**config.mk**
```make
export PLATFORM = sky130hd
export DESIGN_NAME = seg7_scan_ctrl
export DESIGN_NICKNAME = d
export VERILOG_FILES = /design/src/rtl/seg7_pkg.sv /design/src/rtl/seg7dec.sv /design/src/rtl/seg7_scan_ctrl.sv
export SDC_FILE = /design/constraint.sdc
export NUM_CORES = 1
export LEC_CHECK = 0
export CAP_MARGIN = 30
export CORE_ASPECT_RATIO = 0.6
export CORE_UTILIZATION = 48
export DETAILED_ROUTE_END_ITERATION = 16
export GPL_TIMING_DRIVEN = 1
export PLACE_DENSITY = 0.74
export SYNTH_ARGS = -nofsm -noshare
export SYNTH_HDL_FRONTEND = slang
export SYNTH_SLANG_ARGS = --single-unit
```
**constraint.sdc**
```tcl
create_clock -name CLK -period 1.7 [get_ports CLK]
set_input_delay 0.34 -clock CLK [delete_from_list [all_inputs] [get_ports CLK]]
set_output_delay 0.34 -clock CLK [all_outputs]
set_load 0.01 [all_outputs]
```
**src/rtl/seg7_pkg.sv**
```systemverilog
// Shared types and constants for the 7-segment scan controller:
// scan state enum, the all-off segment pattern and the hex glyph set
// (segment order gfedcba, active-low).
package seg7_pkg;

    typedef enum logic {BLANK = 1'b0, SHOW = 1'b1} state_t;

    localparam logic [6:0] SEG_OFF = 7'h7F;

    localparam logic [6:0] GLYPH_0 = 7'b1000000;
    localparam logic [6:0] GLYPH_1 = 7'b1111001;
    localparam logic [6:0] GLYPH_2 = 7'b0100100;
    localparam logic [6:0] GLYPH_3 = 7'b0110000;
    localparam logic [6:0] GLYPH_4 = 7'b0011001;
    localparam logic [6:0] GLYPH_5 = 7'b0010010;
    localparam logic [6:0] GLYPH_6 = 7'b0000010;
    localparam logic [6:0] GLYPH_7 = 7'b1111000;
    localparam logic [6:0] GLYPH_8 = 7'b0000000;
    localparam logic [6:0] GLYPH_9 = 7'b0010000;
    localparam logic [6:0] GLYPH_A = 7'b0001000;
    localparam logic [6:0] GLYPH_B = 7'b0000011;
    localparam logic [6:0] GLYPH_C = 7'b1000110;
    localparam logic [6:0] GLYPH_D = 7'b0100001;
    localparam logic [6:0] GLYPH_E = 7'b0000110;
    localparam logic [6:0] GLYPH_F = 7'b0001110;

endpackage

```
**src/rtl/seg7dec.sv**
```systemverilog
// Hex nibble to active-low 7-segment glyph decoder (gfedcba).
module seg7dec
    import seg7_pkg::*;
(
    input  logic [3:0] nib,
    output logic [6:0] seg
);

    // Pure lookup of the glyph for one nibble.
    always_comb begin
        seg = SEG_OFF;
        case (nib)
            4'h0: seg = GLYPH_0;
            4'h1: seg = GLYPH_1;
            4'h2: seg = GLYPH_2;
            4'h3: seg = GLYPH_3;
            4'h4: seg = GLYPH_4;
            4'h5: seg = GLYPH_5;
            4'h6: seg = GLYPH_6;
            4'h7: seg = GLYPH_7;
            4'h8: seg = GLYPH_8;
            4'h9: seg = GLYPH_9;
            4'hA: seg = GLYPH_A;
            4'hB: seg = GLYPH_B;
            4'hC: seg = GLYPH_C;
            4'hD: seg = GLYPH_D;
            4'hE: seg = GLYPH_E;
            4'hF: seg = GLYPH_F;
        endcase
    end

endmodule

```
**src/rtl/seg7_scan_ctrl.sv**
```systemverilog
// Multiplexed 7-segment scan controller. Each digit gets PRESCALE cycles,
// the first GAP of which are blanked to avoid ghosting. A loaded value is
// held pending and only enters the shadow (displayed) register at the frame
// boundary, so a frame never shows a mix of old and new digits.
// Optional macro SEG7_SCAN_BLANK_EN: blank leading zeros (digit 0 never).
module seg7_scan_ctrl
    import seg7_pkg::*;
#(
    parameter int DIGITS   = 4,
    parameter int PRESCALE = 50000,
    parameter int GAP      = 2
) (
    input  logic                  CLK,
    input  logic                  RST,
    input  logic [4*DIGITS-1:0]   VALUE,
    input  logic                  LOAD,
    output logic                  PEND,
    output logic [6:0]            SEG,
    output logic [DIGITS-1:0]     AN,
    output logic                  FRAME
);

    localparam int CW = $clog2(PRESCALE);
    localparam int DW = $clog2(DIGITS);

    logic [CW-1:0]            c, c_nx;
    logic [DW-1:0]            d, d_nx;
    state_t                   state, state_nx;
    logic                     boundary;
    logic [DIGITS-1:0][3:0]   pend_q, shadow;
    logic [3:0]               nib;
    logic [6:0]               glyph;
    logic                     lead_zero;
    logic [6:0]               seg_nx;
    logic [DIGITS-1:0]        an_nx;

    // Slot/digit counters and scan state register.
    always_ff @(posedge CLK) begin
        if (RST) begin
            c     <= '0;
            d     <= '0;
            state <= BLANK;
        end else begin
            c     <= c_nx;
            d     <= d_nx;
            state <= state_nx;
        end
    end

    // Next counter values, state (derived from the next slot count) and
    // the output pattern for the current slot.
    always_comb begin
        boundary = (c == CW'(PRESCALE-1)) && (d == DW'(DIGITS-1));
        c_nx     = c + 1'b1;
        d_nx     = d;
        if (c == CW'(PRESCALE-1)) begin
            c_nx = '0;
            d_nx = (d == DW'(DIGITS-1)) ? '0 : d + 1'b1;
        end
        state_nx = (c_nx < CW'(GAP)) ? BLANK : SHOW;

        seg_nx = SEG_OFF;
        an_nx  = '1;
        if (state == SHOW) begin
            an_nx[d] = 1'b0;
            seg_nx   = lead_zero ? SEG_OFF : glyph;
        end
    end

    // One decoder shared by all digits.
    assign nib = shadow[d];

    seg7dec u_dec (
        .nib (nib),
        .seg (glyph)
    );

`ifdef SEG7_SCAN_BLANK_EN
    // Digit d>0 is a leading zero when it and every higher nibble are zero.
    always_comb begin
        lead_zero = (d != '0);
        for (int i = 0; i < DIGITS; i++) begin
            if (i >= int'(d) && shadow[i] != 4'h0)
                lead_zero = 1'b0;
        end
    end
`else
    assign lead_zero = 1'b0;
`endif

    // Registered display outputs and frame pulse.
    always_ff @(posedge CLK) begin
        if (RST) begin
            SEG   <= SEG_OFF;
            AN    <= '1;
            FRAME <= 1'b0;
        end else begin
            SEG   <= seg_nx;
            AN    <= an_nx;
            FRAME <= boundary;
        end
    end

    // Pending/shadow handoff: a load at the boundary bypasses the pending
    // register; otherwise a pending value is promoted at the boundary.
    always_ff @(posedge CLK) begin
        if (RST) begin
            pend_q <= '0;
            shadow <= '0;
            PEND   <= 1'b0;
        end else if (boundary) begin
            if (LOAD)
                shadow <= VALUE;
            else if (PEND)
                shadow <= pend_q;
            PEND <= 1'b0;
        end else if (LOAD) begin
            pend_q <= VALUE;
            PEND   <= 1'b1;
        end
    end

endmodule

```
Yosys cells after proc, flatten, opt, wreduce, memory -nomap -nowiden
Memory sizes are Yosys's and may differ from the RTL's. A register that Yosys moved wholly into a read port is not among the register bits.
Index checks and enable logic that the tools add are counted.
- bitwise gates (word level): 3
- muxes and demuxes: 9
- equality and inequality tests: 2
- reductions and logical operators: 7
- $lt $le $gt $ge: 3
- add/subtract/negate cells: 2
- operators with widths (cell ; number):
    16-bit two-way mux ; 3
    16-bit by 1-bit adder with 16-bit output (second input constant) ; 1
    16-bit == test (second input constant) ; 1
    16-bit by 2-bit less-than comparator with 1-bit output (second input constant) ; 1
    4-bit binary-select mux with 2-bit select ; 1
    4-bit two-way mux ; 1
    4-bit inverter ; 1
    2-bit AND reduction ; 2
    2-bit OR reduction ; 2
    2-bit by 3-bit less-than comparator with 1-bit output (second input constant) ; 1
    2-bit by 1-bit adder with 2-bit output (second input constant) ; 1
    1-bit demux with 2-bit select ; 1
    2-bit == test (second input constant) ; 1
    2-bit by 1-bit >= comparator with 1-bit output (second input constant) ; 1
    1-bit logical AND ; 2
    1-bit two-way mux ; 2
    2-bit two-way mux ; 1
    1-bit inverter ; 2
    2-bit nonzero test ; 1
- input bits: 19
- output and inout bits: 13
- ROM bits: 112
- word-level logic and storage cells: 41
- register bits after elaboration: 57
- memories: 1
- memory list (name ; words ; bits a word ; rd ports ; clocked after memory_dff ; wr ports ; line ; source):
    (no name shown) ; 16 ; 7 ; 1 ; 1 ; 0 ; seg7dec.sv:12 ; case (nib)

Longest topological paths before layout
Gate-level depths: netlist of run 1.
- depth after elaboration: 5
- gate-level depth with buffers: 10
- depth with buffers taken out: 7

By module
Synthesis of run 1 repeated with hierarchy kept, for this count alone.
- cell total of the unflattened synthesis: 323
- area, all modules: 3139.3 µm²
- modules (own cells, without submodules) (module ; instances ; area each (µm²) ; sequential area each (µm²) ; cells an instance):
    seg7_scan_ctrl ; 1 ; 2864.0 ; 1281.2 ; 291
    seg7dec ; 1 ; 275.3 ; 0.0 ; 32

Worst setup path before layout of run 1
Ideal clock, no wire load.
- kind: flip-flop to flip-flop
- start point: register d[0]
- end point: register SEG[1]
- period minus slack after synthesis: 1.843 ns
- required time: 1.563 ns
- library setup time: 0.137 ns
- data arrival time: 1.706 ns
- stages on the path, launching flop included: 7
- buffers on the path: 1
- path slack: -0.143 ns
- path through: dfxtp_1 > buf_2 > mux4_2 > inv_1 > ha_1 > o211ai_1 > nand3_1
- longest elaborated chain between the ends: 2
- RTL lines (what ; line ; source):
    from (decl) ; seg7_scan_ctrl.sv:27 ; logic [DW-1:0] d, d_nx;
    from (signal assigned) ; seg7_scan_ctrl.sv:45 ; d <= d_nx;
    4-bit binary-select mux with 2-bit select ; seg7_scan_ctrl.sv:71 ; assign nib = shadow[d];
    4-bit two-way mux (implied by the code) ; seg7_scan_ctrl.sv:71 ;
    to (decl) ; seg7_scan_ctrl.sv:18 ; output logic [6:0] SEG,
No other way between the ends. The select of a mux whose other input is x is not followed.
A chain may end at the register's enable or synchronous reset.

Worst setup path after layout of run 1
- start point: register c[5]
- end point: register shadow[8] (netlist bit)
- longest elaborated chain between the ends: 3
- RTL lines (what ; line ; source):
    from (decl) ; seg7_scan_ctrl.sv:26 ; logic [CW-1:0] c, c_nx;
    from (signal assigned) ; seg7_scan_ctrl.sv:44 ; c <= c_nx;
    16-bit == test ; seg7_scan_ctrl.sv:53 ; boundary = (c == CW'(PRESCALE-1)) && (d == DW'(DIGITS-1));
    1-bit logical AND ; seg7_scan_ctrl.sv:53 ;
    2-bit AND reduction (no line) ; -- ;
    to (signal assigned) ; seg7_scan_ctrl.sv:115 ; shadow <= pend_q;
    to (decl) ; seg7_scan_ctrl.sv:30 ; logic [DIGITS-1:0][3:0] pend_q, shadow;
No other way between the ends.

==> impl_metrics.py, run 1 <==
metrics = {
    "status": {
        "status": "finished with violations",
        "violations": "setup timing",
    },
    "floorplan": {
        "die_y_um": 64.5,
        "coreArea_sq_um": 6190,
        "rows": 22,
        "start_util_pct": 50.5,
        "die_area_sq_um": 6850,
        "ios": 32,
        "die_w_um": 106,
    },
    "placement": {
        "dp_slack_ns": -0.0965,
        "place_hpwl_mm": 4.91,
        "place_congestion": 0.918,
        "portBuffers": 31,
    },
    "clocking": {
        "clkLatencyLatePin_ns": 0.34,
        "htree_levels": 3,
        "cts_buffers": 9,
        "path_clk_slew_ns": 0.07,
        "cts-root-buf": "clkbuf_8",
        "cts_buffer_depth": 2,
        "cts_hold_buf": 0,
        "cts_tree": "built",
        "clock_sinks": 64,
    },
    "route": {
        "drcViolationCount": 0,
        "wl_mm": 8.12,
        "drtPass1Iterations": 4,
        "viasPerCell": 5.35,
        "final_antenna_net_count": 0,
        "vias": 2612,
        "wl_per_cell_um": 16.6,
        "drt_iter0_markers": 121,
    },
    "timing": {
        "worst_pin_slew_ns": 0.449,
        "fin_crit_sh_pct": 109,
        "post-route-min-period_ns": 1.86,
        "fmax_mhz": 537,
        "relSlewSlack_pct": 70.1,
        "whs_ns": 0.310,
        "hold_viol_final": 0,
        "worst_slack_ns": -0.161,
        "fin_skew_ns": 0.0112,
        "setup_viol_count_final": 47,
        "final_max_slew_viol_count": 0,
        "rsz0062_at_grt": "yes",
    },
    "synth": {
        "synth_edf_count": 0,
        "synthTopCellsByArea": "dfxtp_1 (41%), mux2i_1 (11%), nor2_1 (7.6%)",
        "synth_cell_types": 45,
        "synth_nets": 345,
        "ys_warn_count": 0,
        "ys_async_sr_fraction_pct": 0,
        "synth-main-ff-cell": "dfxtp_1",
        "synth_cells": 315,
        "netlist_area_sq_um": 3130,
        "synth_top_area_share_pct": 41.0,
        "syn_avg_cell_area_sq_um": 9.92,
        "yosys_register_bits": 64,
        "synth_top_area_cell": "dfxtp_1",
        "ys_seq_area_share_pct": 41.0,
    },
    "layout": {
        "n_antenna_cell": 0,
        "fin_nets": 431,
        "layout_common_cells": "dfxtp_1 (57), nor2_1 (55), buf_4 (52), mux2i_1 (32), clkdlybuf4s50_1 (30)",
        "drive_above_1_share_pct": 35.4,
        "area_delta_synth_final_pct": 39.0,
        "final_common_cell": "dfxtp_1",
        "n_fill_cell": 462,
    },
    "power": {
        "p_int_mw": 2.55,
        "p_per_area_nw_per_um2": 755,
        "pwr-share-clk_pct": 43.0,
        "pwr-share-seq_pct": 47.9,
        "ir_worst_vdd_mv": 0.601,
        "power_leakage_nw": 1.71,
        "power_frac_comb_pct": 9.1,
        "swShare_pct": 22.2,
        "switching_power_mw": 0.728,
        "total_power_mw": 3.28,
    },
    "global_routing": {
        "grt_use_total_pct": 22.5,
        "grt_pass1_wl_mm": 11.7,
        "antenna_found_initial": 0,
        "grt_pass1_vias": 2446,
        "grt_max_degree": 36,
        "grt_remaining_overflow": 0,
    },
    "job": {
        "drv_cap": 0,
    },
    "worst_setup_path": {
        "required_ns": 1.91,
        "worstPathArrival_ns": 2.07,
        "worstSetupPathType": "reg2reg",
        "end_kind": "flip-flop",
        "worstPathMaxFanout": 16,
        "startpoint_type": "flip-flop",
    },
    "worst_hold_path": {
        "hold_class": "in2reg",
    },
}
## layout make-up
class	instances	area, sq um	share of cell area, %
inverter	7	26.3	0.605
multi-input combinational	223	1810	41.6
clock buffer	10	138	3.17
timing repair buffer	96	901	20.7
tap	84	105	2.42
clock inverter	4	70.1	1.61
sequential	64	1290	29.8
## cell usage after synthesis, drive strengths merged (4+ instances only)
cell     n
o211ai   5
buf     14
a21oi    5
nor3     6
nand3   12
mux2i   34
dfxtp   64
a31oi    4
nor2    63
xnor2   12
xor2     4
mux4     4
a211oi  18
clkbuf   7
inv      7
nand2   16
ha      11
## power by group through the flow
stage	logic, mW	registers, mW	clock network (mW)
floorplan	0.149	1.61	0
global placement	0.272	1.61	0
detailed placement	0.280	1.61	0
CTS	0.293	1.57	1.42
global route	0.324	1.58	1.49
finish	0.298	1.57	1.41
## metrics by stage
step                      area (sq um)  util (%)  instances  TNS, ns
after floorplan                   3150         -        315   -0.123
after global placement            3790      61.3        461  -0.0846
after detailed placement          3790      61.3        461    -2.09
after CTS                         4120      66.6        482    -1.16
after global routing              4340      70.1        488    -7.63
final                             4340      70.1        488    -4.34
## layer usage
layer	GRT usage, %	share of wire, %	up-vias
met5	0	0	-
met4	5.56	1.1	0
met3	8.05	5.3	9
met2	34.8	47	74
met1	29.8	47	1258
li1	-	-	1271
## worst max-delay path: stages, from the launching register on
cell	delay (ns)
dfxtp_2	0.35
nor4b_4	0.29
nand4_1	0.19
nor3_2	0.18
and3b_2	0.32
clkbuf_16	0.21
buf_4	0.12
a211oi_2	0.05
## final timing paths
check	startpoint	slack, ns	cells after the start	end
setup / recovery	c[5]	-0.16	7	shadow[8]
hold / removal	RST	0.31	2	d[1]
setup reg to reg	c[5]	-0.16	7	shadow[8]
hold reg to reg	pend_q[13]	0.49	2	pend_q[13]
## state kept, by name, indices dropped and copies added (netlist names)
register and cells:
state 1, shadow 16, SEG 7, FRAME 1, PEND 1, c 16, pend_q 16, d 2
AN 4
## cells by family (layout without fill, tap and decap cells)
| logic type | Yosys count | in the layout | synth area share, % |
|---|---|---|---|
| DFF | 64 | 64 | 41.0 |
| and+or+nand+nor | 117 | 117 | 18.4 |
| muxes | 38 | 39 | 13.8 |
| adders and majority gates | 11 | 11 | 4.40 |
| buffers and inverters | 29 | 117 | 6.61 |
| AOI/OAI and AO/OA | 40 | 40 | 11.4 |
| xor gates and xnor gates | 16 | 16 | 4.48 |
## repair_timing
item / CTS / global route
gates resized for setup: 12 / 38
pin swaps: 2 / 6
gates cloned: 2 / 2
setup endpoints to repair: 37 / 53
setup buffers: 5 / 4
Power figures use the tool's default switching activity.
==> inputs of run 2 (changes only) <==
--- a/config.mk
+++ b/config.mk
@@ -5,7 +5,7 @@
 export SDC_FILE = /design/constraint.sdc
 export NUM_CORES = 1
 export LEC_CHECK = 0
-export CAP_MARGIN = 30
+export CAP_MARGIN = 5
 export CORE_ASPECT_RATIO = 0.6
 export CORE_UTILIZATION = 48
 export DETAILED_ROUTE_END_ITERATION = 16
==> results of run 2 <==
No change in the layout: final DEF, timing and power equal those of run 1.
